### src/rtl/ntsc_sync_gen_if.sv
// rtl/ntsc_sync_gen_if.sv - pixel ready/valid handshake between an upstream pixel source and ntsc_sync_gen
//
// Signals:
//   pix_data   upstream pixel code (4-bit DAC code before black clamp)
//   pix_valid  pix_data is valid this cycle
//   pix_ready  sync generator consumes a pixel this cycle
//   pix_x      active column index of the pixel being consumed (0 outside active)
//   pix_y      active row index of the pixel being consumed (0 outside active)
//
// Modports:
//   master  pixel source: drives data/valid, observes ready and coordinates
//   slave   sync generator: observes data/valid, drives ready and coordinates

interface ntsc_sync_gen_if;
    logic [3:0] pix_data;
    logic       pix_valid;
    logic       pix_ready;
    logic [9:0] pix_x;
    logic [7:0] pix_y;

    modport master (
        output pix_data,
        output pix_valid,
        input  pix_ready,
        input  pix_x,
        input  pix_y
    );

    modport slave (
        input  pix_data,
        input  pix_valid,
        output pix_ready,
        output pix_x,
        output pix_y
    );
endinterface

### src/rtl/ntsc_sync_gen.sv
// rtl/ntsc_sync_gen.sv - 262-line progressive NTSC-style sync/timing generator driving the 4-bit video DAC
//
// Ports:
//   clk           video clock, all logic on its rising edge
//   NRST          synchronous active-low reset
//   en            run enable; low restarts the frame at line 0, clock 0
//   pix           pixel handshake (slave side): pix_data/pix_valid in,
//                 pix_ready/pix_x/pix_y out
//   underrun_clr  clears the sticky underrun flag
//   underrun      sticky flag: an active pixel slot found no valid pixel
//   line_start    one-cycle pulse while vdac shows clock 0 of a line
//   frame_start   one-cycle pulse while vdac shows clock 0 of line 0
//   vdac          registered DAC code, sole driver of the DAC pins

module ntsc_sync_gen #(
    parameter int         H_TOTAL     = 1016,
    parameter int         H_SYNC      = 76,
    parameter int         H_ACT_START = 168,
    parameter int         H_ACT       = 816,
    parameter int         V_TOTAL     = 262,
    parameter int         V_ACT_START = 22,
    parameter int         V_ACT       = 240,
    parameter logic [3:0] SYNC_LVL    = 4'd0,
    parameter logic [3:0] BLANK_LVL   = 4'd4,
    parameter logic [3:0] BLACK_LVL   = 4'd5
) (
    input  logic                  clk,
    input  logic                  NRST,
    input  logic                  en,
    ntsc_sync_gen_if.slave        pix,
    input  logic                  underrun_clr,
    output logic                  underrun,
    output logic                  line_start,
    output logic                  frame_start,
    output logic [3:0]            vdac
);

    // Parameter sanity: sync and active video must not overlap and the
    // active window must fit inside the line/frame.
    if (H_ACT_START < H_SYNC) begin : g_bad_h_start
        $error("ntsc_sync_gen: H_ACT_START must not be below H_SYNC");
    end
    if (H_ACT_START + H_ACT > H_TOTAL) begin : g_bad_h_act
        $error("ntsc_sync_gen: active video runs past end of line");
    end
    if (V_ACT_START + V_ACT > V_TOTAL) begin : g_bad_v_act
        $error("ntsc_sync_gen: active lines run past end of frame");
    end
    if ((H_SYNC % 2) != 0) begin : g_bad_h_sync
        $error("ntsc_sync_gen: H_SYNC must be even");
    end

    // Counter widths leave room for the exclusive end bounds.
    localparam int H_W    = $clog2(H_TOTAL + 1);
    localparam int V_W    = $clog2(V_TOTAL + 1);
    localparam int H_HALF = H_TOTAL / 2;

    localparam logic [H_W-1:0] H_LAST      = H_W'(H_TOTAL - 1);
    localparam logic [H_W-1:0] H_HALF_C    = H_W'(H_HALF);
    localparam logic [H_W-1:0] EQ1_END     = H_W'(H_SYNC / 2);
    localparam logic [H_W-1:0] EQ2_END     = H_W'(H_HALF + H_SYNC / 2);
    localparam logic [H_W-1:0] BROAD1_END  = H_W'(H_HALF - H_SYNC);
    localparam logic [H_W-1:0] BROAD2_END  = H_W'(H_TOTAL - H_SYNC);
    localparam logic [H_W-1:0] HSYNC_END   = H_W'(H_SYNC);
    localparam logic [H_W-1:0] HACT_BEG    = H_W'(H_ACT_START);
    localparam logic [H_W-1:0] HACT_END    = H_W'(H_ACT_START + H_ACT);

    localparam logic [V_W-1:0] V_LAST      = V_W'(V_TOTAL - 1);
    localparam logic [V_W-1:0] VACT_BEG    = V_W'(V_ACT_START);
    localparam logic [V_W-1:0] VACT_END    = V_W'(V_ACT_START + V_ACT);
    // Vertical interval layout: equalizing 0-2, broad 3-5, equalizing 6-8.
    localparam logic [V_W-1:0] V_EQ1_LAST  = V_W'(2);
    localparam logic [V_W-1:0] V_BROAD_BEG = V_W'(3);
    localparam logic [V_W-1:0] V_BROAD_END = V_W'(5);
    localparam logic [V_W-1:0] V_EQ2_BEG   = V_W'(6);
    localparam logic [V_W-1:0] V_EQ2_LAST  = V_W'(8);

    typedef enum logic [1:0] {
        LINE_NORMAL,
        LINE_EQ,
        LINE_BROAD
    } line_kind_t;

    logic [H_W-1:0] h;
    logic [V_W-1:0] v;

    line_kind_t     line_kind;
    logic           sync;
    logic           act_win;
    logic           act;
    logic           starve;
    logic [3:0]     pix_clamped;
    logic [3:0]     vdac_nxt;

    // ------------------------------------------------------------------
    // Horizontal / vertical counters
    // ------------------------------------------------------------------
    always_ff @(posedge clk) begin
        if (!NRST || !en) begin
            h <= '0;
            v <= '0;
        end else if (h == H_LAST) begin
            h <= '0;
            v <= (v == V_LAST) ? '0 : v + 1'b1;
        end else begin
            h <= h + 1'b1;
        end
    end

    // ------------------------------------------------------------------
    // Line classification and sync decode
    // ------------------------------------------------------------------
    always_comb begin
        line_kind = LINE_NORMAL;
        if ((v <= V_EQ1_LAST) || ((v >= V_EQ2_BEG) && (v <= V_EQ2_LAST))) begin
            line_kind = LINE_EQ;
        end else if ((v >= V_BROAD_BEG) && (v <= V_BROAD_END)) begin
            line_kind = LINE_BROAD;
        end
    end

    // Equalizing and broad lines carry two pulses per line, one in each
    // half-line; normal lines carry a single hsync at the start.
    always_comb begin
        sync = 1'b0;
        case (line_kind)
            LINE_EQ:
                sync = (h < EQ1_END) || ((h >= H_HALF_C) && (h < EQ2_END));
            LINE_BROAD:
                sync = (h < BROAD1_END) || ((h >= H_HALF_C) && (h < BROAD2_END));
            default:
                sync = (h < HSYNC_END);
        endcase
    end

    // ------------------------------------------------------------------
    // Active window and pixel handshake
    // ------------------------------------------------------------------
    assign act_win = (v >= VACT_BEG) && (v < VACT_END) &&
                     (h >= HACT_BEG) && (h < HACT_END);

    // Ready is masked by en so that a pixel is never taken on an edge that
    // discards it by restarting the frame.
    assign act = act_win && en;

    assign pix.pix_ready = act;
    assign pix.pix_x     = act ? 10'(h - HACT_BEG) : 10'd0;
    assign pix.pix_y     = act ? 8'(v - VACT_BEG)  : 8'd0;

    assign starve      = act && !pix.pix_valid;
    assign pix_clamped = (pix.pix_data < BLACK_LVL) ? BLACK_LVL : pix.pix_data;

    // Sync always wins; active slots show the clamped pixel or black when
    // starved; everything else is blanking.
    always_comb begin
        vdac_nxt = BLANK_LVL;
        if (sync) begin
            vdac_nxt = SYNC_LVL;
        end else if (act) begin
            vdac_nxt = pix.pix_valid ? pix_clamped : BLACK_LVL;
        end
    end

    // ------------------------------------------------------------------
    // Registered outputs
    // ------------------------------------------------------------------
    always_ff @(posedge clk) begin
        if (!NRST) begin
            vdac        <= BLANK_LVL;
            line_start  <= 1'b0;
            frame_start <= 1'b0;
            underrun    <= 1'b0;
        end else if (!en) begin
            // underrun deliberately keeps its value across a restart.
            vdac        <= BLANK_LVL;
            line_start  <= 1'b0;
            frame_start <= 1'b0;
        end else begin
            vdac        <= vdac_nxt;
            line_start  <= (h == '0);
            frame_start <= (h == '0) && (v == '0);
            if (starve) begin
                underrun <= 1'b1;
            end else if (underrun_clr) begin
                underrun <= 1'b0;
            end
        end
    end

endmodule

### src/flat_wrapper.sv
// flat-port wrapper written by rule: the top's interface ports become plain ports
module ntsc_sync_gen_flat 
#(
    parameter int         H_TOTAL     = 1016,
    parameter int         H_SYNC      = 76,
    parameter int         H_ACT_START = 168,
    parameter int         H_ACT       = 816,
    parameter int         V_TOTAL     = 262,
    parameter int         V_ACT_START = 22,
    parameter int         V_ACT       = 240,
    parameter logic [3:0] SYNC_LVL    = 4'd0,
    parameter logic [3:0] BLANK_LVL   = 4'd4,
    parameter logic [3:0] BLACK_LVL   = 4'd5
)
  (clk, NRST, en, underrun_clr, underrun, line_start, frame_start, vdac, pix_pix_data, pix_pix_valid, pix_pix_ready, pix_pix_x, pix_pix_y);
  ntsc_sync_gen_if pix_i ();
  input  logic clk;
  input  logic NRST;
  input  logic en;
  input  logic underrun_clr;
  output logic underrun;
  output logic line_start;
  output logic frame_start;
  output logic [3:0] vdac;
  input wire logic [$bits(pix_i.pix_data)-1:0] pix_pix_data;
  input wire logic [$bits(pix_i.pix_valid)-1:0] pix_pix_valid;
  output wire logic [$bits(pix_i.pix_ready)-1:0] pix_pix_ready;
  output wire logic [$bits(pix_i.pix_x)-1:0] pix_pix_x;
  output wire logic [$bits(pix_i.pix_y)-1:0] pix_pix_y;
  assign pix_i.pix_data = pix_pix_data;
  assign pix_i.pix_valid = pix_pix_valid;
  assign pix_pix_ready = pix_i.pix_ready;
  assign pix_pix_x = pix_i.pix_x;
  assign pix_pix_y = pix_i.pix_y;
  ntsc_sync_gen #(.H_TOTAL(H_TOTAL), .H_SYNC(H_SYNC), .H_ACT_START(H_ACT_START), .H_ACT(H_ACT), .V_TOTAL(V_TOTAL), .V_ACT_START(V_ACT_START), .V_ACT(V_ACT), .SYNC_LVL(SYNC_LVL), .BLANK_LVL(BLANK_LVL), .BLACK_LVL(BLACK_LVL)) u_core (.clk(clk), .NRST(NRST), .en(en), .pix(pix_i), .underrun_clr(underrun_clr), .underrun(underrun), .line_start(line_start), .frame_start(frame_start), .vdac(vdac));
endmodule
### config.mk
export PLATFORM = sky130hd
export DESIGN_NAME = ntsc_sync_gen_flat
export DESIGN_NICKNAME = d
export VERILOG_FILES = /design/src/rtl/ntsc_sync_gen_if.sv /design/src/rtl/ntsc_sync_gen.sv /design/src/flat_wrapper.sv
export SDC_FILE = /design/constraint.sdc
export NUM_CORES = 1
export LEC_CHECK = 0
export CAP_MARGIN = 30
export CORE_ASPECT_RATIO = 1.1
export CORE_MARGIN = 5
export CORE_UTILIZATION = 55
export DETAILED_ROUTE_END_ITERATION = 16
export PLACE_DENSITY_LB_ADDON = 0.05
export SETUP_SLACK_MARGIN = 0.1
export SYNTH_ARGS = -nofsm -noshare
export SYNTH_HDL_FRONTEND = slang
export SYNTH_SLANG_ARGS = --single-unit
### constraint.sdc
create_clock -name clk -period 8.04 [get_ports clk]
set_clock_uncertainty 0.1 [all_clocks]
set_input_delay 2.412 -clock clk [delete_from_list [all_inputs] [get_ports clk]]
set_output_delay 2.412 -clock clk [all_outputs]
set_load 0.05 [all_outputs]
After elaboration in Yosys (flattened, before gate mapping)
Cells that the tools add are included.
{"block": "classes", "add_sub_neg": 4, "order_cmp": 16, "n_eq_ne": 4, "muxes": 12, "n_bitwise": 4, "reduce_logical": 25}
{"op": "10-bit < comparator (second input constant)", "n": 3}
{"op": "3-bit 2-to-1 mux", "n": 4}
{"op": "10-bit by 1-bit adder with 10-bit output (second input constant)", "n": 1}
{"op": "10-bit == test (second input constant)", "n": 1}
{"op": "10-bit by 8-bit greater-or-equal comparator with 1-bit output (second input constant)", "n": 1}
{"op": "10-bit by 9-bit greater-or-equal comparator with 1-bit output (second input constant)", "n": 1}
{"op": "1-bit logical AND", "n": 10}
{"op": "10-bit logical NOT", "n": 1}
{"op": "10-bit by 6-bit < comparator with 1-bit output (second input constant)", "n": 1}
{"op": "10-bit by 7-bit < comparator with 1-bit output (second input constant)", "n": 1}
{"op": "10-bit by 9-bit < comparator with 1-bit output (second input constant)", "n": 1}
{"op": "10-bit 2-to-1 mux", "n": 1}
{"op": "10-bit by 8-bit subtractor with 10-bit output (second input constant)", "n": 1}
{"op": "9-bit by 1-bit adder with 9-bit output (second input constant)", "n": 1}
{"op": "9-bit == test (second input constant)", "n": 1}
{"op": "9-bit by 2-bit greater-or-equal comparator with 1-bit output (second input constant)", "n": 1}
{"op": "9-bit by 3-bit greater-or-equal comparator with 1-bit output (second input constant)", "n": 1}
{"op": "9-bit by 5-bit greater-or-equal comparator with 1-bit output (second input constant)", "n": 1}
{"op": "9-bit by 2-bit <= comparator with 1-bit output (second input constant)", "n": 1}
{"op": "9-bit by 3-bit <= comparator with 1-bit output (second input constant)", "n": 1}
{"op": "9-bit by 4-bit <= comparator with 1-bit output (second input constant)", "n": 1}
{"op": "9-bit logical NOT", "n": 1}
{"op": "9-bit < comparator (second input constant)", "n": 1}
{"op": "9-bit 2-to-1 mux", "n": 1}
{"op": "other kinds (16)", "n": 27}
{"block": "totals", "register_bits": 26, "in_bits": 9, "output_inout_bits": 26, "wordCells": 73}

Longest topological paths before layout
Gate-level depths: netlist (run 1).
{"block": "depth", "ltp_word": 8, "ltp_mapped": 8, "ltp_nobuf": 7}

Least setup slack after synthesis (run 1)
Ideal clock, no wire load.
{"block": "synth_path", "kind": "input-to-output", "start": "in en", "end": "out pix_pix_x[7]", "arrival_ns": 4.151, "t_required_ns": 5.528, "path_slack_ns": 1.377, "path_stages": 4, "path_buffers": 1, "path_cell_list": "nor3b_1 -> nand3_1 -> clkbuf_1 -> nor3_1"}
{"block": "synth_via", "elab_chain_cells": 2}
{"element": "start, declared", "line": "flat_wrapper.sv:19", "text": "input logic en;"}
{"element": "1-bit logical AND", "line": "ntsc_sync_gen.sv:144", "text": "assign act = act_win && en;"}
{"element": "10-bit 2-to-1 mux", "line": "ntsc_sync_gen.sv:147", "text": "assign pix.pix_x = act ? 10'(h - HACT_BEG) : 10'd0;"}
{"element": "end, declared", "line": "flat_wrapper.sv:28", "text": "output wire logic [$bits(pix_i.pix_x)-1:0] pix_pix_x;"}
Every way passes these cells.

Worst setup path after layout (run 1)
{"block": "layout_path", "start": "in en", "end": "out pix_pix_x[8]"}
Same word-level chain as after synthesis.

==> metrics, run 1 <==
status=completed; crit path kind=in -> out; Gate Count Post-Synth=226; fmax=between 0.1 and 0.15 GHz; GRT Residual Overflow=0; largest cells by area after synthesis=dfxtp_1 30%, nor2_1 9.3%, ha_1 8.6%; Yosys cell types=44; Design Power=approximately 0.00021 W; worst-margin pin slew=0.654 ns; final-report setup violation count=0; FP Rows=21; routability cong.=around 0.87; unrepaired setup endpoints after global routing=false; Syn Nets=247; Yosys top cell by area=dfxtp_1; HP Class=reg -> reg; Resized cells post-CTS=0; Num CTS Buffers=3; Ports=35; final-report hold violation count=0; Worst Path Arrival=~4.9 ns; P per Cell Area=about 100 nW/um2; crit path max fanout=12; die area=between 4000 and 5000 um2; Synth top area share=roughly 30%; flops & latches, synth=26; ys async rst share=0%; drt wl/cell=between 10 and 15 um; final wirelength=between 3 and 4 mm; worst hold stages=2; Critical path buffers and inverters=3; Initial Utilization=~57%; Die W=63.6 um; sequential-to-total area share from yosys stat=between 20 and 30%; diode count=0; first-pass GRT wire length=6.74 mm; # DRC=0; CP max-delay cell=clkdlybuf4s50_1; root cell of the clock tree=clkbuf_4; post-DP HPWL=roughly 3.0 mm; initial antenna violation count=0; maximum vdd drop=~0.083 mV; Setup Total Neg Slack=0 ns; PortBufs=34; Final Cycle Share=around 92%; Worst path top cell family by delay=buffers and inverters; Initial DRC Count=100; cts hold-fix bufs=0; Reg clk slew, reported paths=between 0.1 and 0.15 ns; number of global-route vias before repair=between 1000 and 1500; Post-synth EDFFs=0; CTS tree=built; Final #Nets=around 270; cell count of the worst reg-to-reg path=6; Leak=0.761 nW; via count=roughly 1600; CP endpoint kind=primary output; WP depth=6; YS warnings=0; Die H=approximately 70 um; largest net degree at the start of global routing=15; DR pass1 iterations=4; Critical Path RT=approximately 5.5 ns; CP Launch Type=input port; relative slew slack=between 50% and 60%; Core Area=slightly above 3000 um2; Layout area overhead=21.1%; clk_lat worst skew=between 0.3 and 0.4 ns; Mapped Area=~1700 um2; crit-path most repeated cell=clkdlybuf4s50_1; H-tree level count=1; worst stage delay on the critical path=0.80 ns; MaxCap Viol Count=0; share of cells above drive strength 1=3.57%; CP cell instances=clkdlybuf4s50_1 > nor3b_1 > nand3_1 > buf_4 > nor2_1 > clkdlybuf4s50_1; Period minus WS final=~7.4 ns; Antenna Violating Nets Remaining=0; total track usage=18.0%; clock sink count=26; top_reg_cell synth=dfxtp_1; mean post-synth cell area=approximately 7.7 um2; postcts setup bufs=0; vias per cell=approximately 5.5; Slew Viols, Final=0; maximum clock insertion buffer count=2
[per-stage QoR]
step	cells	util [%]	instance area (um2)	hold WS, ns	setup slack [ns]
6_report	286	69.2	2110	0.383	0.679
5_1_grt	286	69.2	2110	0.431	0.482
3_5_place_dp	282	68.0	2070	0.370	0.671
4_1_cts	286	69.2	2110	0.390	0.664
2_1_floorplan	226	-	1740	0.341	1.38
3_3_place_gp	282	68.0	2070	0.359	0.724
[Yosys cell counts (5+ instances only)]
library cell	instances
nand3_1	8
nand2_1	15
ha_1	12
inv_1	12
nor3_1	10
nor2_1	43
a21oi_1	7
o21ai_0	5
nand4_1	8
and3_1	5
clkbuf_1	10
xnor2_1	13
xor2_1	8
dfxtp_1	26
[worst paths after layout]
check / startpoint / to / slack (ns)
setup / recovery: en / pix_pix_x[8] / 0.68
hold / removal: u_core.underrun / u_core.underrun / 0.38
setup reg to reg: u_core.v[2] / u_core.vdac[1] / 5.70
hold reg to reg: u_core.underrun / u_core.underrun / 0.38
[cell usage in the layout (no fill, tap or decap), drive strengths merged, types with 3 or more instances in the layout]
master	count
a211oi	3
a21oi	7
and3	5
clkbuf	4
clkdlybuf4s50	34
dfxtp	26
ha	12
inv	12
nand2	15
nand3	8
nand4	8
nor2	43
nor2b	3
nor3	10
o21ai	6
o31ai	3
xnor2	13
xor2	8
[report_power, final]
| group | switching, W | internal [W] |
|---|---|---|
| clock network | 0.0000392 | 0.0000277 |
| registers | 0.000000927 | 0.000130 |
| logic | 0.00000836 | 0.00000708 |
| total | 0.0000485 | 0.000165 |
[sequential cells by signal, summed over array words and instances (netlist names)]
name	cells
u_core.vdac	4
u_core.v	9
u_core.h	10
u_core.line_start	1
u_core.underrun	1
u_core.frame_start	1
[cell type report]
type / count / area (um2)
well taps: 34 / 42.5
repair buffers: 35 / 348
multi-input cells: 175 / 1120
flip-flops and latches: 26 / 520
inverters: 12 / 45.0
clock buffers: 4 / 36.3
fillers: 283 / 940
[worst register-to-register path, stage by stage (launching register included)]
cell     delay, ns
dfxtp_1       0.54
ha_1          0.36
o21ai_0       0.18
and3b_1       0.24
o32ai_1       0.24
nand3_1       0.42
nor2_1        0.21
[per-layer routing]
layer / up-vias / global-route usage [%] / share of wire (%)
met1: 725 / 23.5 / 46
li1: 824 / - / -
met5: - / 0 / 0
met2: 24 / 30.8 / 49
met4: 0 / 4.85 / 1.5
met3: 6 / 2.27 / 3.2
[cells by family (layout without fill, tap and decap cells)]
| family | Yosys count | in the layout | synth area share (%) |
|---|---|---|---|
| AND/OR/NAND/NOR | 109 | 109 | 30.8 |
| AO/OA/AOI/OAI | 32 | 32 | 13.5 |
| flip-flops | 26 | 26 | 29.9 |
| buffers and inverters | 25 | 51 | 5.97 |
| XOR/XNOR | 21 | 21 | 10.6 |
| adder cells (fa/ha/maj) | 13 | 13 | 9.20 |
Power figures use the tool's default switching activity.
==> run 2: changes to the inputs <==
CORE_UTILIZATION = 45   (was 55)
PLACE_DENSITY = 0.74   (was not set)
PLACE_DENSITY_LB_ADDON = not set   (was 0.05)
==> run 2 against run 1 <==
  * Combinational power about the same
  * Worst setup slack improved by 0.063 ns
  * Critical path depth unchanged
  * Total power increased by 7.9%
  * Flip-flop and latch count unchanged
  * Utilization decreased by 11 points
  * Non-clock buffer count unchanged
==> metrics, run 2 (same netlist as run 1, synthesis figures left out) <==
status=completed; Largest regs=u_core.h (10), u_core.v (9), u_core.vdac (4); worst stage delay on the critical path=~0.81 ns; Num CTS Buffers=3; crit path max fanout=15; DR pass1 iterations=4; final-report hold violation count=0; cell count of the worst reg-to-reg path=5; placed cell count=around 300; FILL cells=about 360; CTS tree=built; Final Cycle Share=approximately nine tenths; postcts setup bufs=0; Crit. Startpoint=en; largest net degree at the start of global routing=16; Leak=0.769 nW; relative slew slack=54.3%; largest reg by FF count=u_core.h; MaxCap Viol Count=0; commonest non-fill, non-tap cell in the layout=nor2_1; total track usage=between 10% and 20%; CP max-delay cell=clkdlybuf4s50_1; WP depth=6; r2r setup slk=~5.8 ns; H-tree level count=1; vias per cell=5.37; crit path kind=in -> out; Reg-to-Reg Start=u_core.h[1]; final-report setup violation count=0; Ports=35; die area=about 5200 um2; non-filler cells, final=just over 300; CP Launch Type=input port; HP Class=reg -> reg; Worst path top cell family by delay=buffers and inverters; first-pass GRT wire length=between 6 and 7 mm; Core Area=~3700 um2; routability cong.=roughly 0.87; Layout area overhead=23.4%; Slew Viols, Final=0; share of cells above drive strength 1=3.57%; drt wl/cell=about 13 um; Final #Nets=roughly 270; Antenna Violating Nets Remaining=0; commonest cells after routing, fill and taps aside=43 x nor2_1, 34 x clkdlybuf4s50_1, 26 x dfxtp_1; via count=roughly 1600; unrepaired setup endpoints after global routing=false; worst-margin pin slew=0.681 ns; FP Rows=23; CP cell instances=clkdlybuf4s50_1 > nor3b_1 > nand3_1 > buf_4 > nor2_1 > clkdlybuf4s50_1; Period minus WS final=between 7 and 8 ns; fmax=about 0.14 GHz; Design Power=around 0.00023 W; crit-path most repeated cell=clkdlybuf4s50_1; final wirelength=around 4.0 mm; RR Endpoint=u_core.v[8]; Worst Path Arrival=between 4 and 5 ns; maximum clock insertion buffer count=2; initial antenna violation count=0; P per Cell Area=roughly 110 nW/um2; Critical path buffers and inverters=3; clk_lat worst skew=roughly 0.27 ns; PortBufs=34; GRT Residual Overflow=0; root cell of the clock tree=clkbuf_8; dpl cell area=between 2000 and 2500 um2; Initial DRC Count=about 110; Die W=69.3 um; max reg flops=10; Critical Path RT=~5.5 ns; # DRC=0; clock sink count=26; Setup Total Neg Slack=0 ns; number of global-route vias before repair=~1400; cts hold-fix bufs=0; Die H=around 75 um; Worst Setup EP=pix_pix_x[8]; maximum vdd drop=around 0.065 mV; Reg clk slew, reported paths=~0.08 ns; Initial Utilization=a little under half; post-DP HPWL=a little under 3 mm; CP endpoint kind=primary output; diode count=0; Non-Filler Cell Area, Final=~2100 um2; Resized cells post-CTS=0
-- run 2: metal layers --
layer / vias up / GRT usage (%) / share of wire, %
met5: - / 0 / 0
met4: 0 / 6.51 / 1.7
met3: 7 / 2.27 / 5.9
met2: 55 / 25.3 / 45
met1: 733 / 21.3 / 47
li1: 826 / - / -
-- run 2: worst reg2reg max path: cells and delay by family, from the launching register on --
family / cells / cell delay, ns
AND/OR/NAND/NOR: 3 / 0.69
AO/OA/AOI/OAI: 1 / 0.52
adder cells (fa/ha/maj): 1 / 0.32
flip-flops: 1 / 0.45
-- run 2: layout make-up --
cell class              instances  area (um2)  share of cell area (%)
multi-input cells             175        1120                    52.0
inverters                      12        45.0                    2.10
repair buffers                 35         348                    16.2
clock buffers                   4        55.1                    2.56
flip-flops and latches         26         520                    24.2
well taps                      50        62.6                    2.91
-- run 2: metrics by stage --
| stage | hold slack [ns] | utilization [%] | setup slack, ns |
|---|---|---|---|
| finish | 0.376 | 58.3 | 0.742 |
| global route | 0.403 | 58.3 | 0.475 |
| CTS | 0.381 | 58.3 | 0.734 |
| detailed placement | 0.367 | 56.8 | 0.746 |
| global placement | 0.351 | 56.8 | 0.858 |
| floorplan | 0.341 | - | 1.38 |
-- run 2: how the worst min path moves through the flow --
stage	startpoint	to	slack, ns	cells past startpoint
after floorplan	u_core.h[0]	u_core.h[0]	0.34	1
after global placement	u_core.underrun	u_core.underrun	0.35	2
after detailed placement	u_core.h[0]	u_core.h[0]	0.37	1
after CTS	u_core.underrun	u_core.underrun	0.38	2
after global routing	u_core.underrun	u_core.underrun	0.40	2
final	u_core.underrun	u_core.underrun	0.38	2
-- run 2: power breakdown --
part           leakage [nW]  switching [W]  internal (W)   total, W
logic                 0.529     0.00000826    0.00000710  0.0000154
registers             0.210    0.000000904      0.000130   0.000131
clock network        0.0288      0.0000402     0.0000438  0.0000840
